`src/rtl/scanline_vphase_gen_if.sv`:
```
// Strobe, configuration and result bundle for the per-line vertical phase
// generator. The master side drives the frame/line strobes and the
// configuration; the slave side is the generator itself.
interface scanline_vphase_gen_if #(
  parameter int LINE_W = 10,
  parameter int INC_W  = 12
);
  logic              frame_start_i;
  logic              line_start_i;
  logic [1:0]        cfg_interpolation_mode;
  logic [INC_W-1:0]  cfg_vscale_inc;
  logic [7:0]        cfg_vphase_init;
  logic [LINE_W-1:0] cfg_vlines_in;
  logic [LINE_W-1:0] src_line_o;
  logic [7:0]        vpos_rel_o;
  logic [7:0]        sl_vpos_rel_o;
  logic              line_valid_o;
  logic              active_o;
  logic              frame_done_o;

  modport master (
    output frame_start_i, line_start_i, cfg_interpolation_mode,
           cfg_vscale_inc, cfg_vphase_init, cfg_vlines_in,
    input  src_line_o, vpos_rel_o, sl_vpos_rel_o, line_valid_o,
           active_o, frame_done_o
  );

  modport slave (
    input  frame_start_i, line_start_i, cfg_interpolation_mode,
           cfg_vscale_inc, cfg_vphase_init, cfg_vlines_in,
    output src_line_o, vpos_rel_o, sl_vpos_rel_o, line_valid_o,
           active_o, frame_done_o
  );
endinterface

```
`src/rtl/scanline_vphase_gen.sv`:
```
// Per-output-line vertical phase generator. A DDA accumulator
// {overflow, line, frac} advances by the scale increment on every line
// strobe; the registered outputs report the source line and the 1/256
// sub-line position. In integer mode the scanline position is shifted by
// half a source line so scanlines sit on source-line transitions.
module scanline_vphase_gen #(
  parameter int LINE_W = 10,
  parameter int INC_W  = 12
) (
  input logic                  mclk,
  input logic                  nrst,
  scanline_vphase_gen_if.slave vif
);

  localparam int ACC_W = LINE_W + 1 + 8;
  localparam logic [INC_W-1:0] INC_ONE = INC_W'(9'h100);

  typedef enum logic [1:0] {
    ST_IDLE   = 2'd0,
    ST_ACTIVE = 2'd1,
    ST_DONE   = 2'd2
  } state_t;

  state_t            state_r, state_next_s;
  logic [ACC_W-1:0]  acc_r, acc_next_s, acc_sum_s;
  logic [INC_W-1:0]  inc_r, inc_next_s;
  logic [LINE_W-1:0] lines_r, lines_next_s;
  logic              mode_int_r, mode_int_next_s;
  logic [LINE_W-1:0] src_line_r, src_line_next_s;
  logic [7:0]        vpos_r, vpos_next_s;
  logic [7:0]        sl_vpos_r, sl_vpos_next_s;
  logic              valid_r, valid_next_s;
  logic              done_r, done_next_s;
  logic              sum_done_s;

  // Next accumulator value and whether it ends the frame: overflow bit set
  // or the line field has reached the latched source line count.
  always_comb begin
    acc_sum_s  = acc_r + {{(ACC_W-INC_W){1'b0}}, inc_r};
    sum_done_s = acc_sum_s[ACC_W-1] || (acc_sum_s[ACC_W-2:8] >= lines_r);
  end

  // Frame state machine and output/accumulator next values; a frame strobe
  // always wins over a coincident line strobe.
  always_comb begin
    state_next_s    = state_r;
    acc_next_s      = acc_r;
    inc_next_s      = inc_r;
    lines_next_s    = lines_r;
    mode_int_next_s = mode_int_r;
    src_line_next_s = src_line_r;
    vpos_next_s     = vpos_r;
    sl_vpos_next_s  = sl_vpos_r;
    valid_next_s    = 1'b0;
    done_next_s     = 1'b0;
    if (vif.frame_start_i) begin
      inc_next_s      = (vif.cfg_vscale_inc == {INC_W{1'b0}}) ? INC_ONE : vif.cfg_vscale_inc;
      lines_next_s    = vif.cfg_vlines_in;
      mode_int_next_s = (vif.cfg_interpolation_mode == 2'b00);
      acc_next_s      = {1'b0, {LINE_W{1'b0}}, vif.cfg_vphase_init};
      if (vif.cfg_vlines_in == {LINE_W{1'b0}}) begin
        state_next_s = ST_DONE;
        done_next_s  = 1'b1;
      end else begin
        state_next_s = ST_ACTIVE;
      end
    end else begin
      case (state_r)
        ST_ACTIVE: begin
          if (vif.line_start_i) begin
            src_line_next_s = acc_r[ACC_W-2:8];
            vpos_next_s     = acc_r[7:0];
            sl_vpos_next_s  = mode_int_r ? (acc_r[7:0] + 8'h80) : acc_r[7:0];
            valid_next_s    = 1'b1;
            acc_next_s      = acc_sum_s;
            if (sum_done_s) begin
              state_next_s = ST_DONE;
              done_next_s  = 1'b1;
            end else begin
              state_next_s = ST_ACTIVE;
            end
          end else begin
            state_next_s = ST_ACTIVE;
          end
        end
        ST_IDLE: state_next_s = ST_IDLE;
        ST_DONE: state_next_s = ST_DONE;
        default: state_next_s = ST_IDLE;
      endcase
    end
  end

  // State, accumulator, latched configuration and registered outputs.
  always_ff @(posedge mclk or negedge nrst) begin
    if (!nrst) begin
      state_r    <= ST_IDLE;
      acc_r      <= {ACC_W{1'b0}};
      inc_r      <= INC_ONE;
      lines_r    <= {LINE_W{1'b0}};
      mode_int_r <= 1'b0;
      src_line_r <= {LINE_W{1'b0}};
      vpos_r     <= 8'h00;
      sl_vpos_r  <= 8'h00;
      valid_r    <= 1'b0;
      done_r     <= 1'b0;
    end else begin
      state_r    <= state_next_s;
      acc_r      <= acc_next_s;
      inc_r      <= inc_next_s;
      lines_r    <= lines_next_s;
      mode_int_r <= mode_int_next_s;
      src_line_r <= src_line_next_s;
      vpos_r     <= vpos_next_s;
      sl_vpos_r  <= sl_vpos_next_s;
      valid_r    <= valid_next_s;
      done_r     <= done_next_s;
    end
  end

  assign vif.src_line_o    = src_line_r;
  assign vif.vpos_rel_o    = vpos_r;
  assign vif.sl_vpos_rel_o = sl_vpos_r;
  assign vif.line_valid_o  = valid_r;
  assign vif.frame_done_o  = done_r;
  assign vif.active_o      = (state_r == ST_ACTIVE);

endmodule

```
`src/flat_wrapper.sv`:
```
// flat-port wrapper written by rule: the top's interface ports become plain ports
module scanline_vphase_gen_flat 
#(
  parameter int LINE_W = 10,
  parameter int INC_W  = 12
)
  (mclk, nrst, vif_frame_start_i, vif_line_start_i, vif_cfg_interpolation_mode, vif_cfg_vscale_inc, vif_cfg_vphase_init, vif_cfg_vlines_in, vif_src_line_o, vif_vpos_rel_o, vif_sl_vpos_rel_o, vif_line_valid_o, vif_active_o, vif_frame_done_o);
  scanline_vphase_gen_if #(.LINE_W(LINE_W), .INC_W(INC_W)) vif_i ();
  input logic mclk;
  input logic nrst;
  input wire logic [$bits(vif_i.frame_start_i)-1:0] vif_frame_start_i;
  input wire logic [$bits(vif_i.line_start_i)-1:0] vif_line_start_i;
  input wire logic [$bits(vif_i.cfg_interpolation_mode)-1:0] vif_cfg_interpolation_mode;
  input wire logic [$bits(vif_i.cfg_vscale_inc)-1:0] vif_cfg_vscale_inc;
  input wire logic [$bits(vif_i.cfg_vphase_init)-1:0] vif_cfg_vphase_init;
  input wire logic [$bits(vif_i.cfg_vlines_in)-1:0] vif_cfg_vlines_in;
  output wire logic [$bits(vif_i.src_line_o)-1:0] vif_src_line_o;
  output wire logic [$bits(vif_i.vpos_rel_o)-1:0] vif_vpos_rel_o;
  output wire logic [$bits(vif_i.sl_vpos_rel_o)-1:0] vif_sl_vpos_rel_o;
  output wire logic [$bits(vif_i.line_valid_o)-1:0] vif_line_valid_o;
  output wire logic [$bits(vif_i.active_o)-1:0] vif_active_o;
  output wire logic [$bits(vif_i.frame_done_o)-1:0] vif_frame_done_o;
  assign vif_i.frame_start_i = vif_frame_start_i;
  assign vif_i.line_start_i = vif_line_start_i;
  assign vif_i.cfg_interpolation_mode = vif_cfg_interpolation_mode;
  assign vif_i.cfg_vscale_inc = vif_cfg_vscale_inc;
  assign vif_i.cfg_vphase_init = vif_cfg_vphase_init;
  assign vif_i.cfg_vlines_in = vif_cfg_vlines_in;
  assign vif_src_line_o = vif_i.src_line_o;
  assign vif_vpos_rel_o = vif_i.vpos_rel_o;
  assign vif_sl_vpos_rel_o = vif_i.sl_vpos_rel_o;
  assign vif_line_valid_o = vif_i.line_valid_o;
  assign vif_active_o = vif_i.active_o;
  assign vif_frame_done_o = vif_i.frame_done_o;
  scanline_vphase_gen #(.LINE_W(LINE_W), .INC_W(INC_W)) u_core (.mclk(mclk), .nrst(nrst), .vif(vif_i));
endmodule
```
`config.mk`:
```
export PLATFORM = sky130hd
export DESIGN_NAME = scanline_vphase_gen_flat
export DESIGN_NICKNAME = d
export VERILOG_FILES = /design/src/rtl/scanline_vphase_gen_if.sv /design/src/rtl/scanline_vphase_gen.sv /design/src/flat_wrapper.sv
export SDC_FILE = /design/constraint.sdc
export NUM_CORES = 1
export LEC_CHECK = 0
export ABC_AREA = 1
export CORE_MARGIN = 8
export CORE_UTILIZATION = 29
export DETAILED_ROUTE_END_ITERATION = 8
export PLACE_DENSITY = 0.49
export RECOVER_POWER = 25
export SLEW_MARGIN = 5
export SYNTH_ARGS = -nofsm -noshare
export SYNTH_HDL_FRONTEND = slang
export SYNTH_SLANG_ARGS = --single-unit
```
`constraint.sdc`:
```
create_clock -name mclk -period 8.8 [get_ports mclk]
set_input_delay 2.64 -clock mclk [delete_from_list [all_inputs] [get_ports mclk]]
set_output_delay 2.64 -clock mclk [all_outputs]
set_load 0.05 [all_outputs]
```
==> results.json <==
{
  "postCtsSetupBuffers": 0,
  "coreArea_um2": 12100,
  "dieArea_um2": 16300,
  "avgRoutedWirePerCell_um": 13.8,
  "setup_viol": 0,
  "leakagePower_nw": 2.27,
  "dp.cells": 664,
  "crit_buf_inv": 2,
  "route.detailed.drc": 0,
  "worst_slew_pin_slew_ps": 3580,
  "grt_pass1_vias": 3075,
  "num_io_pins": 65,
  "maxCapViolations": 1,
  "syn_inst": 448,
  "die_y_um": 128,
  "synth_warnings": 0,
  "synth_area_leader_cell": "dfrtp_1",
  "status": "finished, violations left",
  "ys_types": 38,
  "grt_pass1_wl_mm": 15.6,
  "drt_iter0_drc": 218,
  "hold_path_class": "flop to flop",
  "cts.sinks": 65,
  "start_util_pct": 29.8,
  "syn_nets": 509,
  "ir_worst_vdd_mv": 0.0646,
  "antenna_found_initial": 0,
  "synth_top_area_share_pct": 44.3,
  "cts_buffers": 9,
  "cts_tree": "done",
  "final_cell_mix": "nand2_1, dfrtp_1, clkdlybuf4s50_1, inv_1, o21ai_0",
  "setup.worst_path.start_class": "input pin",
  "syn-mean-instance-area_um2": 8.06,
  "relSlewSlack_pct": -139,
  "hold_depth": 2,
  "slowest_delay_ps": 2510,
  "hold_viol_final": 0,
  "htreeDepth": 3,
  "p_per_area_nw_per_um2": 231,
  "setup.worst_path.class": "input pin to async pin",
  "grt_max_degree": 66,
  "routed_wl_mm": 9.38,
  "insertion_delay_ps": 330,
  "cts-root-buf": "clkbuf_16",
  "routabilityCongestion": 0.820,
  "cp_num_cells": 2,
  "required_ps": 8420,
  "syn_to_final_growth_pct": 30.4,
  "layout_commonest_cell": "nand2_1",
  "synth_ff_type": "dfrtp_1",
  "cts-resized-gates": 0,
  "fin_skew_ps": 5.75,
  "vias": 3022,
  "grt_util_all_layers_pct": 12.1,
  "fin_crit_sh_pct": 64.2,
  "port-buffer-count": 64,
  "yosys-top-cells-area": "dfrtp_1, nand2_1, ha_1",
  "fmax_ghz": 0.177,
  "viasPerCell": 4.45,
  "tns_ps": 0,
  "fin_nets": 568,
  "die_w_um": 128,
  "postCtsHoldBufs": 0,
  "min_period_ps": 5650,
  "cp_cell_sequence": "buf_2 -> clkbuf_1",
  "violations": "max-capacitance violations, max-slew violations",
  "rows": 40,
  "crit_arrival_ps": 5270,
  "r2r_cells": 22,
  "drive_above_1_share_pct": 6.85,
  "endpoint_kind": "async pin",
  "antennaDiodeCount": 0,
  "grt-ovfl-total": 0,
  "rsz0062_at_grt": "false",
  "slowest_stage": "clkbuf_1",
  "netlist_area_um2": 3610,
  "synth-edff-count": 0,
  "hold_ws_ps": 473,
  "cts_max_path_buffers": 2,
  "ant_nets": 0,
  "ys_seq_elements": 65,
  "critPathTopFamily": "buffers and inverters",
  "final_cells": 679,
  "clkTransAtPathRegs_ps": 50,
  "dp_hpwl_mm": 7.12,
  "drtPass1Iterations": 5,
  "async_reset_ff_share_pct": 100,
  "critical_path.max_fanout": 65,
  "ys_seq_area_share_pct": 45.1,
  "drv_slew": 66
}
## worst register-to-register path, stage by stage (launching register included)
cell and delay, ps:
dfrtp_1 370, ha_1 180, inv_1 60, fa_1 390, nand3b_1 170, nand2_1 160, nand2_1 90, nand3_2 110
nand2_2 90, inv_2 90, nand4_1 90, and2_1 190, ha_1 270, nand2_1 110, a21oi_1 50, nor2_1 100
nand3_1 80, nor2_1 140, nand3_2 100, nand2_1 110, nand2_1 60, nand2_1 50, nand2_1 50
## cells in the mapped netlist, types with 2 or more instances
master / instances
a21oi_1: 15
and2_1: 4
buf_4: 7
clkbuf_1: 11
dfrtp_1: 64
ha_1: 24
inv_1: 47
inv_2: 5
nand2_1: 143
nand2_2: 2
nand3_1: 17
nand3_2: 2
nand3b_1: 2
nand4_1: 4
nor2_1: 18
nor2_2: 2
nor4_1: 6
o211ai_1: 3
o21ai_0: 39
o21ai_1: 3
o221ai_1: 3
o22ai_1: 4
o31ai_1: 2
xnor2_1: 4
xor2_1: 4
## logic make-up (layout without fill, tap and decap cells)
kind of cell,Yosys count,count (layout),share of synthesized area [%]
compound gates,76,76,12.0
simple gates,202,202,23.6
xor+xnor,9,9,2.39
flops,65,65,45.1
fa+ha+maj,25,25,8.87
buf+inv,71,134,8.14
## layout make-up
class	instances	area, µm²
fillers	1282	7400
clock buffers	9	225
multi-input cells	312	1690
clock inverters	6	108
inverters	52	195
repair buffers	67	654
well taps	168	210
flip-flops and latches	65	1630
## stage by stage
step / util (%) / instance area, µm² / setup slack (ps) / power (mW)
floorplan: - / 3610 / 5230 / 0.583
finish: 38.9 / 4710 / 3150 / 1.09
global route: 38.9 / 4710 / 2350 / 1.15
CTS: 38.9 / 4710 / 4170 / 1.10
global placement: 36.2 / 4380 / 3870 / 0.685
detailed placement: 36.2 / 4380 / 3810 / 0.690
## sequential cells by signal, indices dropped and copies added (netlist names)
register and cells:
u_core.acc_r 19, u_core.inc_r 12, u_core.lines_r 10, u_core.mode_int_r 1, u_core.state_r 2, u_core.vif.frame_done_o 1
u_core.vif.line_valid_o 1, u_core.vif.sl_vpos_rel_o 8, u_core.vif.src_line_o 10, u_core.vif.vpos_rel_o 1
## path summary, 6_finish.rpt
check                                                          start                                    to  slack, ps
worst max-delay path                                            nrst  u_core.vif.src_line_o[7]$_DFFE_PN0P_       3150
worst min-delay path            u_core.vif.src_line_o[6]$_DFFE_PN0P_  u_core.vif.src_line_o[6]$_DFFE_PN0P_        470
worst max register to register           u_core.inc_r[0]$_DFFE_PN0P_           u_core.state_r[1]$_DFF_PN0_       5600
worst min register to register  u_core.vif.src_line_o[6]$_DFFE_PN0P_  u_core.vif.src_line_o[6]$_DFFE_PN0P_        470
max in group mclk                                  vif_frame_start_i           u_core.acc_r[6]$_DFFE_PN0P_       4210
min in group asynchronous                                       nrst           u_core.inc_r[4]$_DFFE_PN0P_       3630
## power breakdown
part | switching (mW) | leakage, nW | internal (mW)
Combinational | 0.211 | 1.28 | 0.114
Clock | 0.129 | 0.161 | 0.274
Sequential | 0.0249 | 0.830 | 0.333
Total | 0.365 | 2.27 | 0.721
## layer usage
metal	track usage [%]	routed length [µm]
met5	0	0
met4	5.10	134
met3	3.37	551
met2	17.3	4040
met1	16.5	4660
(Power assumes the default switching activity.)
